==> src/rtl/andrewm_uart_to_parallel.sv <==
// andrewm_uart_to_parallel
// 8N1 UART receiver. It oversamples rx at CLKS_PER_BIT clocks per bit and
// samples each bit at its middle. Each recovered byte goes into a one-entry
// holding register that the consumer drains with a valid/ready handshake.
// frame_err and overrun are sticky until clr_err.
module andrewm_uart_to_parallel #(
  parameter int CLKS_PER_BIT = 256
) (
  input  logic       clk,
  input  logic       reset_n,
  input  logic       rx,
  input  logic       rd_ready,
  input  logic       clr_err,
  output logic [7:0] data_out,
  output logic       data_valid,
  output logic       frame_err,
  output logic       overrun,
  output logic       busy
);

  localparam int             CW   = $clog2(CLKS_PER_BIT);
  localparam logic [CW-1:0]  FULL = CW'(CLKS_PER_BIT - 1);
  localparam logic [CW-1:0]  HALF = CW'(CLKS_PER_BIT / 2 - 1);
  localparam logic [CW-1:0]  ONE  = CW'(1);

  typedef enum logic [1:0] {
    S_IDLE,
    S_START,
    S_DATA,
    S_STOP
  } state_t;

  logic          r_sync1;
  logic          r_sync2;
  state_t        r_state;
  logic          r_armed;
  logic [CW-1:0] r_cnt;
  logic [2:0]    r_bit_idx;
  logic [7:0]    r_shift;
  logic          r_busy;
  logic [7:0]    r_data;
  logic          r_valid;
  logic          r_ferr;
  logic          r_ovr;

  logic          w_tick;
  logic          w_read;
  logic          w_stop_tick;
  logic          w_deliver;
  logic          w_ferr_set;
  logic          w_ovr_set;

  assign w_tick      = (r_cnt == '0);
  assign w_read      = r_valid & rd_ready;
  assign w_stop_tick = (r_state == S_STOP) & w_tick;
  assign w_deliver   = w_stop_tick & r_sync2;
  assign w_ferr_set  = w_stop_tick & ~r_sync2;
  // A completed byte is dropped only when the old one is still held and
  // is not being read in this very cycle.
  assign w_ovr_set   = w_deliver & r_valid & ~w_read;

  // Two-flop synchronizer for the asynchronous serial line; it resets to idle-high.
  always_ff @(posedge clk or negedge reset_n) begin
    if (!reset_n) begin
      r_sync1 <= 1'b1;
      r_sync2 <= 1'b1;
    end else begin
      // NOTE: sequential state uses non-blocking assignments so every flop
      // samples values from before the edge, whatever the statement order.
      r_sync1 <= rx;
      r_sync2 <= r_sync1;
    end
  end

  // Receive FSM: start detection, mid-bit sampling, data shifting and stop check.
  always_ff @(posedge clk or negedge reset_n) begin
    if (!reset_n) begin
      r_state   <= S_IDLE;
      r_armed   <= 1'b0;
      r_cnt     <= '0;
      r_bit_idx <= '0;
      r_shift   <= '0;
      r_busy    <= 1'b0;
    end else begin
      case (r_state)
        S_IDLE: begin
          // armed blocks retriggering on a line held low (break) until it
          // has been seen high again.
          if (r_armed && !r_sync2) begin
            r_state <= S_START;
            r_armed <= 1'b0;
            r_cnt   <= HALF;
            r_busy  <= 1'b1;
          end else if (r_sync2) begin
            r_armed <= 1'b1;
          end
        end
        S_START: begin
          if (w_tick) begin
            if (!r_sync2) begin
              r_state   <= S_DATA;
              r_cnt     <= FULL;
              r_bit_idx <= 3'd0;
            end else begin
              // The start bit did not hold to mid-bit, so this was a glitch.
              r_state <= S_IDLE;
              r_busy  <= 1'b0;
            end
          end else begin
            r_cnt <= r_cnt - ONE;
          end
        end
        S_DATA: begin
          if (w_tick) begin
            r_shift   <= {r_sync2, r_shift[7:1]};
            r_bit_idx <= r_bit_idx + 3'd1;
            r_cnt     <= FULL;
            if (r_bit_idx == 3'd7) begin
              r_state <= S_STOP;
            end
          end else begin
            r_cnt <= r_cnt - ONE;
          end
        end
        S_STOP: begin
          // Going back to IDLE at mid-stop leaves half a bit to re-arm
          // before a back-to-back start edge.
          if (w_tick) begin
            r_state <= S_IDLE;
            r_busy  <= 1'b0;
          end else begin
            r_cnt <= r_cnt - ONE;
          end
        end
        default: begin
          r_state <= S_IDLE;
          r_busy  <= 1'b0;
        end
      endcase
    end
  end

  // Holding register and handshake: a read and a delivery in the same cycle
  // are a hand-off, not an overrun.
  always_ff @(posedge clk or negedge reset_n) begin
    if (!reset_n) begin
      r_data  <= 8'h00;
      r_valid <= 1'b0;
    end else begin
      if (w_deliver && (!r_valid || w_read)) begin
        r_data  <= r_shift;
        r_valid <= 1'b1;
      end else if (w_read) begin
        r_valid <= 1'b0;
      end
    end
  end

  // Sticky error flags: a new error event takes priority over clr_err.
  always_ff @(posedge clk or negedge reset_n) begin
    if (!reset_n) begin
      r_ferr <= 1'b0;
      r_ovr  <= 1'b0;
    end else begin
      if (w_ferr_set) begin
        r_ferr <= 1'b1;
      end else if (clr_err) begin
        r_ferr <= 1'b0;
      end
      if (w_ovr_set) begin
        r_ovr <= 1'b1;
      end else if (clr_err) begin
        r_ovr <= 1'b0;
      end
    end
  end

  assign data_out   = r_data;
  assign data_valid = r_valid;
  assign frame_err  = r_ferr;
  assign overrun    = r_ovr;
  assign busy       = r_busy;

endmodule
==> config.mk <==
export PLATFORM = sky130hd
export DESIGN_NAME = andrewm_uart_to_parallel
export DESIGN_NICKNAME = d
export VERILOG_FILES = /design/src/rtl/andrewm_uart_to_parallel.sv
export SDC_FILE = /design/constraint.sdc
export NUM_CORES = 1
export LEC_CHECK = 0
export BUFFER_PORTS_ARGS = -buffer_cell sky130_fd_sc_hd__buf_2
export CAP_MARGIN = 5
export CORE_MARGIN = 2
export CORE_UTILIZATION = 40
export CTS_CLUSTER_DIAMETER = 200
export DETAILED_ROUTE_END_ITERATION = 8
export PLACE_DENSITY = 0.64
export SLEW_MARGIN = 30
export SYNTH_ARGS = -nofsm -noshare
export SYNTH_HDL_FRONTEND = slang
export SYNTH_SLANG_ARGS = --single-unit
==> constraint.sdc <==
create_clock -name clk -period 2.4 [get_ports clk]
set_input_delay 0.12 -clock clk [delete_from_list [all_inputs] [get_ports clk]]
set_output_delay 0.12 -clock clk [all_outputs]
set_load 0.1 [all_outputs]
* After elaboration in Yosys (flattened, before gate mapping)
Cells that the tools add are included.
Storage, ports and cells: bits in registers 36, word-level logic and storage cells 83
Operators by class: add/sub/neg operators 2, equality and inequality tests 13, muxes and demuxes 29, bitwise gates (word level) 8, reductions and logical operators 19
Operators by type and width (count):
- two-way mux 8 bit | 5
- one-hot mux 8 bit (4 select lines) | 1
- inequality test 2 bit (second input constant) | 8
- two-way mux 2 bit | 6
- two-way mux 1 bit | 11
- AND reduction 5 bit | 2
- nonzero test 2 bit | 5
- two-way mux 3 bit | 3
- logical NOT 8 bit | 1
- one-hot mux 2 bit (4 select lines) | 1
- subtractor 8 x 1 -> 8 bit (second input constant) | 1
- AND 1 bit | 6
- one-hot mux 3 bit (2 select lines) | 1
- equality test 2 bit (second input constant) | 2
- AND reduction 2 bit | 2
- AND reduction 4 bit | 1
- adder 3 x 1 -> 3 bit (second input constant) | 1
- equality test 3 bit (second input constant) | 1
- inequality test 3 bit (second input constant) | 1
- one-hot mux 1 bit (3 select lines) | 1
- AND reduction 3 bit | 1
- nonzero test 3 bit | 1
- equality test 2 x 1 -> 1 bit (second input constant) | 1
- logical AND 1 bit | 2
- 4 further kinds | 6

* Longest topological paths before layout
word-level depth 6, gate-level depth with buffers 7, gate-level depth less buffers 6

* Worst setup path before layout
Ideal clock, no wire load.
path kind flip-flop to flip-flop, start register r_cnt[0], end register r_data[0] (netlist: data_out[0]), arrival 1778 ps, setup slack 496 ps, stages on the path, launching flop included 8, path through dfrtp_1 > inv_1 > ha_1 > nor4b_4 > and2_1 > buf_6 > nand4_4 > mux2_2
Between the ends: word-level cells in the longest chain between the ends 4
RTL lines:
- start: declaration | line 37 | logic [CW-1:0] r_cnt;
- start signal: assignment | line 110 | r_cnt <= r_cnt - ONE;
- start signal: assignment | line 122 | r_cnt <= r_cnt - ONE;
- start signal: assignment | line 132 | r_cnt <= r_cnt - ONE;
- logical NOT 8 bit | line 53 | assign w_tick = (r_cnt == '0);
- AND 1 bit | line 55 | assign w_stop_tick = (r_state == S_STOP) & w_tick;
- AND 1 bit | line 56 | assign w_deliver = w_stop_tick & r_sync2;
- logical AND 1 bit | line 150 | if (w_deliver && (!r_valid || w_read)) begin
- end signal: assignment | line 151 | r_data <= r_shift;
- end: declaration | line 41 | logic [7:0] r_data;
No other way between the ends. A chain may end at the register's enable or synchronous reset.

* Worst setup path after layout
start register r_cnt[0], end register r_cnt[0]
Between the ends: word-level cells in the longest chain between the ends 3, elaborated cells on any way between the ends 9
RTL lines:
- subtractor 8 x 1 -> 8 bit or logical NOT 8 bit (tied branches)
- two-way mux 8 bit, or another cell as far along | line 128 | if (w_tick) begin
- one-hot mux 8 bit (4 select lines) or AND reduction 3 bit (tied branches)
Several ways; a longest one is shown, not always the timed one. The select of a mux whose other input is x is not followed.

==> results.ini <==
[power_and_ir_drop]
p_int_mw = 1.35
leakagePower_nw = 0.975
switching_power_mw = 0.944
switching_share_pct = 41.1
powerDensity_mw_per_mm2 = 1160
seq_power_share_pct = 37.3
peakVddDrop_v = 0.000531
p_comb_share_pct = 43.6
clkPwrFrac_pct = 19.1

[timing]
rsz0062_at_grt = no
max_freq_ghz = 0.477
hold_viol = 0
tightest_slew_ns = 0.762
setup_tns_ns = 0
period_share_pct = 87.4
layout_min_cycle_time_ns = 2.10
drv_slew = 0
fin_skew_ns = 0.00696
relSlewSlack_pct = 49.2
setup_violations = 0

[drt]
via_per_inst = 5.46
vias = 1223
drc = 0
first_pass_iters = 4
postRouteAntennaNets = 0
drtIter0Drc = 68
post_drt_wl_per_cell_um = 14.8
wirelength_um = 3320

[clocking]
root_buffer = clkbuf_8
cts_setup_buffers = 0
insertion_delay_ns = 0.29
cts_buffer_depth = 2
numClockSinks = 36
cts-buffers-inserted = 5
tritoncts = yes
htreeDepth = 2
cts_resized = 0
clk_pin_slew_ns = 0.08

[floorplan]
dieArea_mm2 = 0.00488
fp.coreArea_mm2 = 0.00409
fp.dieH_um = 69.8
die_w_um = 69.8
rows = 23
start_util_pct = 42.4
ios = 17

[logic_synthesis]
synth_top_area_share_pct = 49.1
synth_top_cell_by_area = dfrtp_1
synthDistinctLibCells = 38
synth_area_leaders = dfrtp_1 49%, mux2_2 12%, ha_1 5.1%, dfstp_2 3.0%, nor2_1 3.0%
netlist_area_mm2 = 0.00173
synth_nets = 161
synth-edff-count = 0
synth.avg_cell_area_um2 = 11.6
ys_ff_latch = 36
synthArstFlopShare_pct = 100
synth_common_cells = 34 x dfrtp_1, 19 x mux2_2, 14 x nor2_1, 9 x a21oi_1, 8 x inv_1
synthCells = 149
yosysWarnings = 0
synth_flop_cell = dfrtp_1
synth_most_common_cell = dfrtp_1
ys_seq_area_share_pct = 52.1

[layout]
n_antenna_cell = 0
final_area_mm2 = 0.00198
num-fill-cells = 389
layout.nets = 185
drive_above_1_share_pct = 30.5
areaGrowthSynthToFinish_pct = 14.4

[grt]
grt_pass1_vias = 1296
grt_pass1_wl_um = 5980
overflow = 0
antenna_found_initial = 0
grt_max_degree = 37
globalRouteTotalUtil_pct = 15.3

[min_path]
hp-class = input pin to register
holdPathStages = 2

[worst_setup_path]
setup.worst_path.end_class = register
r2r_slack_ns = 0.30
crit_path_end = r_cnt[0]
critPathArrivalTime_ns = 2.31
cp_data_required_time_ns = 2.61
reg2reg_from = r_cnt[0]
ff2ff_path_depth = 7
startpoint_type = register
timing.rr.end = r_cnt[0]
crit_type = register to register
crit_path_max_fanout = 8
crit_path_start = r_cnt[0]

[place]
gp_congestion = 0.891
place_area_mm2 = 0.00187
dp_hpwl_um = 2400
numPortBuffers = 16

[status]
outcome = finished, final reports clean

[flow_run]
drv_cap = 0

[cell families after synthesis]
family / share of synthesized area (%)
and+or+nand+nor: 12.3
AOI/OAI and AO/OA: 15.1
DFF: 52.1
muxes: 12.3
buffers and inverters: 3.17
adders and majority gates: 5.05
[worst max-delay path: stages (launching register included)]
cell and delay [ns]:
dfrtp_1 0.40, inv_1 0.08, ha_1 0.25, nor4b_4 0.15, buf_4 0.17, a32oi_1 0.57, o31ai_1 0.20, a2bb2oi_1 0.20
[power by group through the flow]
stage,registers (mW),clock network (mW),logic (mW)
2_1_floorplan,0.853,0,0.747
3_3_place_gp,0.853,0,0.959
3_5_place_dp,0.862,0,0.996
4_1_cts,0.851,0.450,1.00
5_1_grt,0.878,0.481,1.14
6_report,0.855,0.439,1.00
[per-layer routing]
| metal | global-route usage (%) | vias up | routed length, um | part of all wire [%] |
|---|---|---|---|---|
| li1 | - | 589 | - | - |
| met1 | 19.9 | 594 | 1490 | 45 |
| met2 | 23.9 | 35 | 1620 | 49 |
| met3 | 3.92 | 5 | 169 | 5.1 |
| met4 | 7.05 | 0 | 53 | 1.6 |
| met5 | 0 | - | 0 | 0 |
[per-stage QoR]
stage               worst slack [ns]  std cells  hold slack (ns)  utilization, %  power, mW
floorplan                      0.496        149           -0.176               -       1.60
global placement               0.433        214            0.227            45.9       1.81
detailed placement             0.332        214            0.227            45.9       1.86
CTS                            0.320        224           0.0194            48.6       2.30
global route                   0.187        224           0.0128            48.6       2.50
finish                         0.303        224           0.0296            48.6       2.30
[final cells by class]
cell class / instances / area (um^2) / area share [%]
Sequential cell: 36 / 903 / 45.5
Multi-Input combinational cell: 101 / 776 / 39.1
Timing Repair Buffer: 21 / 123 / 6.18
Clock buffer: 5 / 68.8 / 3.47
Tap cell: 50 / 62.6 / 3.15
Inverter: 8 / 30.0 / 1.51
Clock inverter: 3 / 21.3 / 1.07
[registers in the layout, indices dropped and copies added (netlist names), 3 cells and up, named ones only]
signal and cells:
r_cnt 8, r_shift 8, data_out 8, r_bit_idx 3
[how the worst min path moves through the flow]
stage / from / end / slack (ns)
final: clr_err / frame_err / 0.03
after global routing: clr_err / frame_err / 0.01
after CTS: clr_err / frame_err / 0.02
after detailed placement: rx / r_sync1 / 0.23
after global placement: rx / r_sync1 / 0.23
after floorplan: reset_n / async pin / -0.18
[cells in the final DEF, fill, tap and decap left out, types with 2 or more instances in the layout]
cell type      netlist  routed
buf_2                2      16
buf_4                0       3
clkbuf_8             0       5
o32ai_1              2       2
nand2b_1             3       3
dfstp_2              2       2
ha_1                 7       7
nor3_1               6       6
dfrtp_1             34      34
nor2_1              14      14
a31oi_1              5       5
o211ai_1             2       2
a21o_1               2       2
a21oi_1              9       9
a22o_1               4       4
mux2_2              19      19
dlygate4sd3_1        0       2
a211oi_1             3       3
inv_1                8       8
nand2_1              6       6
[repair_timing]
action | in CTS | in global routing
endpoints found under the hold margin | 35 | 0
endpoints found under the setup margin | 0 | 0
hold buffers | 2 | 0
Power figures use the tool's default switching activity.
